`config.mk`:
```
export PLATFORM = sky130hd
export DESIGN_NAME = adder_tree_seq
export DESIGN_NICKNAME = d
export VERILOG_FILES = /design/src/rtl/adder_tree_seq.sv
export SDC_FILE = /design/constraint.sdc
export NUM_CORES = 1
export LEC_CHECK = 0
export BUFFER_PORTS_ARGS = -buffer_cell sky130_fd_sc_hd__clkbuf_2
export CORE_MARGIN = 3
export CORE_UTILIZATION = 55
export CTS_CLUSTER_DIAMETER = 50
export DETAILED_ROUTE_END_ITERATION = 16
export PLACE_DENSITY = 0.8
export SKIP_LAST_GASP = 1
export SLEW_MARGIN = 20
export SYNTH_ARGS = -nofsm -noshare
export SYNTH_HDL_FRONTEND = slang
export SYNTH_SLANG_ARGS = --single-unit
```
`constraint.sdc`:
```
create_clock -name clk -period 2.89 [get_ports clk]
set_input_delay 0.289 -clock clk [delete_from_list [all_inputs] [get_ports clk]]
set_output_delay 0.289 -clock clk [all_outputs]
set_load 0.05 [all_outputs]
```
`src/rtl/adder_tree_seq.sv`:
```
// Row sequencer for the 16-bank adder_tree: fetch row, wait for bank data, accumulate, report.
// Optional build macro ACC_SAT_EN: accumulator saturates at 2^ACC_W-1 instead of wrapping.
module adder_tree_seq #(
  parameter int SUM_W = 12,
  parameter int ACC_W = 20,
  parameter int CNT_W = 8
) (
  input  logic             clk,
  input  logic             rst_n,
  input  logic             start_valid,
  output logic             start_ready,
  input  logic [CNT_W-1:0] start_len,
  output logic             row_req,
  output logic [CNT_W-1:0] row_addr,
  input  logic             row_vld,
  input  logic [SUM_W-1:0] tree_sum,
  output logic             res_valid,
  input  logic             res_ready,
  output logic [ACC_W-1:0] res_data,
  output logic             res_ovf,
  output logic             busy
);

  typedef enum logic [1:0] {IDLE, FETCH, WAIT, RESP} state_t;

  state_t           state;
  logic [CNT_W-1:0] cnt;
  logic [CNT_W-1:0] len;
  logic [ACC_W-1:0] acc;
  logic             ovf;

  logic [ACC_W:0]   sum_ext;
  logic             carry;
  logic [ACC_W-1:0] acc_nxt;

  // One extra bit catches the carry out of the accumulator.
  always_comb begin
    sum_ext = {1'b0, acc} + {{(ACC_W + 1 - SUM_W){1'b0}}, tree_sum};
    carry   = sum_ext[ACC_W];
`ifdef ACC_SAT_EN
    acc_nxt = (carry || ovf) ? {ACC_W{1'b1}} : sum_ext[ACC_W-1:0];
`else
    acc_nxt = sum_ext[ACC_W-1:0];
`endif
  end

  always_ff @(posedge clk or negedge rst_n) begin
    if (!rst_n) begin
      state       <= IDLE;
      cnt         <= '0;
      len         <= '0;
      acc         <= '0;
      ovf         <= 1'b0;
      start_ready <= 1'b1;
      row_req     <= 1'b0;
      res_valid   <= 1'b0;
      busy        <= 1'b0;
    end else begin
      case (state)
        IDLE: begin
          if (start_valid) begin
            len         <= start_len;
            acc         <= '0;
            ovf         <= 1'b0;
            cnt         <= '0;
            start_ready <= 1'b0;
            busy        <= 1'b1;
            if (start_len == '0) begin
              state     <= RESP;
              res_valid <= 1'b1;
            end else begin
              state     <= FETCH;
              row_req   <= 1'b1;
            end
          end
        end
        FETCH: begin
          row_req <= 1'b0;
          state   <= WAIT;
        end
        WAIT: begin
          if (row_vld) begin
            acc <= acc_nxt;
            ovf <= ovf | carry;
            cnt <= cnt + 1'b1;
            if (cnt == CNT_W'(len - 1'b1)) begin
              state     <= RESP;
              res_valid <= 1'b1;
            end else begin
              state     <= FETCH;
              row_req   <= 1'b1;
            end
          end
        end
        RESP: begin
          if (res_ready) begin
            state       <= IDLE;
            res_valid   <= 1'b0;
            busy        <= 1'b0;
            start_ready <= 1'b1;
          end
        end
        default: state <= IDLE;
      endcase
    end
  end

  // acc, ovf and cnt only move in WAIT or at accept, so they are stable in RESP.
  assign row_addr = cnt;
  assign res_data = acc;
  assign res_ovf  = ovf;

endmodule

```
==> flow_results.org <==
** Run
- Max_cap viols :: 0

** Pwr
- In this run the static leakage power is 1.53 nW.
- Net switching is 49.1% of the power.
- Total power for the finished layout comes to 3.05 mW.
- Sequential cells burn 32.5% of the power.
- Net Sw Power :: 1.50 mW
- Per report_power, the combinational group accounts for 54.4% of the total.
- Internal cell power :: 1.55 mW
- PD cells :: 944 nW/um^2
- Share of total power in the clock network :: 13.1%
- IR analysis of the VDD net gives a maximum drop of 0.540 mV.

** Critical path
- The critical path is of the flop to flop type.
- Reg2reg path depth :: 8
- Data arrives at the worst endpoint at 2.78 ns.
- Worst flop-to-flop path endpoint :: res_valid
- Data required time of the critical path :: 3.11 ns
- In this run the worst path has a maximum fanout of 6.
- For flop-to-flop paths, the worst setup slack is 0.33 ns.
- STA classifies the critical path endpoint as a flop.
- The worst register-to-register path begins at len[0].
- STA classifies the critical path startpoint as a flop.

** Global routing
- Maximum number of pins on one net before global-route repair :: 44
- Global routing consumed, over all layers together, 22.8% of the routing resources.
- Via count of the first global-routing pass :: 2478
- GRT Residual Overflow :: 0
- Initial antenna violation count :: 0
- Wire length of the first global-routing pass :: 11.1 mm

** Timing
- Worst-case clock skew :: 0.00817 ns
- Normalized max-slew margin :: 35.1%
- Part of the cycle the worst path needs :: 88.5%
- For this run, the top clock speed supported by timing is 391 MHz.
- Final Worst Setup Slack :: 0.334 ns
- RSZ-0062 raised after global routing :: false
- Final hold vios :: 0
- Number of slew-limit violations in the final report :: 0
- Final setup violation count :: 0
- Clock period minus worst slack :: 2.56 ns
- For the pin with the worst max-slew slack, the measured transition is 0.974 ns.
- Total Neg Setup Slack :: 0 ns

** Synthesis
- Most common flop cell mapped by yosys :: sky130_fd_sc_hd__dfrtp_1
- The mapped netlist covers 2770 sq um.
- Dividing the synthesized area by the synthesized cell count gives 8.44 sq um.
- In this run, synthesis inferred 0 flip-flops with an integrated enable.
- Share of synthesized flip-flops with an asynchronous set or reset :: 100%
- Fraction of the mapped netlist area in adder cells :: 7.05%
- Largest area contributor in the netlist :: sky130_fd_sc_hd__dfrtp_1
- Synthesis produced a netlist with a net count of 368.
- Count of synthesis-stage warnings from yosys :: 0
- The synthesized netlist devotes 7.77% of its cell area to XOR and XNOR gates.
- Post-synthesis compound-gate area fraction :: 20.1%
- The portion of synthesized area spent on multiplexers is 0.362%.
- Summing the sequential cell areas from Yosys gives 38.9% of the chip area.
- Yosys mapped the design onto 50 distinct sky130hd cell types.
- By area the synthesized netlist is led by sky130_fd_sc_hd__dfrtp_1 38%, sky130_fd_sc_hd__nand2_1 8.3%, sky130_fd_sc_hd__ha_1 6.3%.
- Synthesis produced 328 cells.
- Fraction of the mapped netlist area in simple logic gates :: 23.0%
- Share of the synthesized area in the top cell type :: 38.0%
- Synth Register Bits :: 43
- After synthesis, the largest family of logic cells by area is simple AND/OR/NAND/NOR gates.

** Placed design
- Summed over all nets, the half-perimeter wirelength after detailed placement is 4.83 mm.
- Buffers placed on the I/O ports in this run total 57.
- Global placement routability congestion :: 0.872
- Before CTS, the worst setup slack after placement is 0.356 ns.
- The number of placed instances, taps included, is 446.

** Worst hold path
- Hold WC Path Type :: input pin to asynchronous set/reset pin

** Clocking
- Clock-pin slew reported for the worst setup and hold paths after clock tree synthesis :: 0.09 ns
- Clock tree from TritonCTS :: yes
- Clock Path Buffers :: 2
- Buffers inserted during clock tree synthesis total 5.
- Gates resized during post-CTS repair numbered 0.
- The tree is rooted in a sky130_fd_sc_hd__clkbuf_8.
- Clock Latency Late Sink :: 0.30 ns
- Hold repair after CTS inserted 0 buffers.
- Buffers inserted during post-CTS setup optimization :: 0
- The H-tree generated during clock tree synthesis spans 2 levels.
- Number of clock sinks :: 43

** Detailed routing
- Summing over every cut layer, the via total after detailed routing is 2582.
- The detail route stage leaves a number of antenna-violating nets equal to 0.
- Final WL :: 6.53 mm
- After detailed routing, the number of remaining DRC violations is 0.
- Routed WL per cell :: 14.4 microns
- Vias/cell :: 5.69
- Before antenna repair, the detailed router went through 4 iterations.
- Initial drt markers :: 120

** Floorplanning
- Starting density of the core :: 57.9%
- The floorplan step set the die height to 77.0 microns.
- The floorplan step defined a die boundary enclosing 5920 sq um.
- Area of the placeable core :: 4790 sq um
- Width of the die :: 77.0 microns
- Site Rows :: 25
- For this design the top-level I/O count stands at 58.

** Finish
- Layout Cells excl Fill :: 454
- The layout has 430 filler cells.
- The repair_antennas step left the layout with diodes totalling 0.
- Layout cells sized above 1 :: 18.9%
- Signed area change from the synthesized netlist to the final layout :: 16.6%
- At the end of the flow, the number of nets in the layout was 426.

** Outcome
- Run status :: completed
-- worst max-delay path by stage --
stage | to | slack [ns] | start
floorplan | row_req | 0.49 | len[0]
global placement | row_req | 0.47 | len[0]
finish | res_valid | 0.33 | len[0]
global route | row_req | 0.20 | len[0]
detailed placement | res_valid | 0.36 | len[0]
CTS | res_valid | 0.35 | len[0]
-- cell usage in the layout (no fill, tap or decap), drive strengths merged, types with 2 or more instances in the layout --
cell and count:
nand4 4, nor2b 6, nor2 33, o21ai 30, a31oi 3, a211oi 6, a211o 2, nand3 8
ha 14, a21o 7, buf 6, nand4b 2, nor4 2, xor2 8, o21a 4, o41ai 2
or4 3, nand2 61, inv 9, o21bai 2, a21oi 18, dfrtp 42, nand2b 4, clkbuf 63
or3 5, xnor2 14, o211ai 3, o31ai 3, nor3 3
-- kinds of logic (layout without fill, tap and decap cells) --
family / Yosys count / after routing
AO/OA/AOI/OAI: 88 / 88
flip-flops: 43 / 43
multiplexers: 1 / 1
XOR/XNOR: 23 / 23
adder cells (fa/ha/maj): 15 / 15
buffers and inverters: 20 / 79
AND/OR/NAND/NOR: 138 / 138
-- Yosys cell counts (all sizes together), types with 2 or more instances --
master	instances
a211o	2
a211oi	6
a21o	7
a21oi	18
a31oi	3
clkbuf	10
dfrtp	42
ha	14
inv	9
nand2	61
nand2b	4
nand3	8
nand4	4
nand4b	2
nor2	33
nor2b	6
nor3	3
nor4	2
o211ai	3
o21a	4
o21ai	30
o21bai	2
o31ai	3
o41ai	2
or3	5
or4	3
xnor2	14
xor2	8
-- metrics by stage --
| stage | util [%] | hold slack, ns | cell area [sq um] |
|---|---|---|---|
| CTS | 67.5 | 0.192 | 3230 |
| finish | 67.5 | 0.140 | 3230 |
| detailed placement | 65.6 | 0.500 | 3140 |
| global placement | 65.6 | 0.480 | 3140 |
| floorplan | - | -0.00659 | 2770 |
| global route | 67.5 | 0.194 | 3230 |
-- power groups by stage --
stage	clock network [mW]	logic [mW]	registers (mW)
floorplan	0	0.974	1.26
global placement	0	1.61	0.985
detailed placement	0	1.65	0.996
CTS	0.408	1.66	0.985
global route	0.428	1.84	1.02
finish	0.399	1.66	0.990
-- worst max-delay path: stages, from the launching register on --
cell and delay (ns):
sky130_fd_sc_hd__dfrtp_1 0.44, sky130_fd_sc_hd__inv_1 0.09, sky130_fd_sc_hd__ha_1 0.29, sky130_fd_sc_hd__xnor2_1 0.18, sky130_fd_sc_hd__a211o_1 0.30, sky130_fd_sc_hd__a211o_1 0.26, sky130_fd_sc_hd__or4_1 0.50, sky130_fd_sc_hd__a31o_2 0.25
sky130_fd_sc_hd__a31oi_1 0.17
-- per-layer routing --
layer,track usage [%],vias to the layer above,wire (microns),part of all wire [%]
met1,30.7,1226,3070,47
li1,-,1277,-,-
met5,0,-,0,0
met3,3.99,4,335,5.1
met2,37.0,75,3070,47
met4,7.79,0,51,0.78
-- area by class of cell --
type                    count  area (sq um)  share of cell area [%]
inverters                   9          33.8                    1.05
multi-input cells         265          1620                    50.2
well taps                  67          83.8                    2.60
clock buffers               7          86.3                    2.67
repair buffers             62           323                    10.0
flip-flops and latches     43          1080                    33.4
clock inverters             1          5.00                   0.155
-- sequential cells by signal, summed over array words and instances (netlist names) --
register,count
res_valid,1
res_ovf,1
row_req,1
state,2
start_ready,1
res_data,20
len,8
busy,1
row_addr,8
Power figures use the tool's default switching activity.
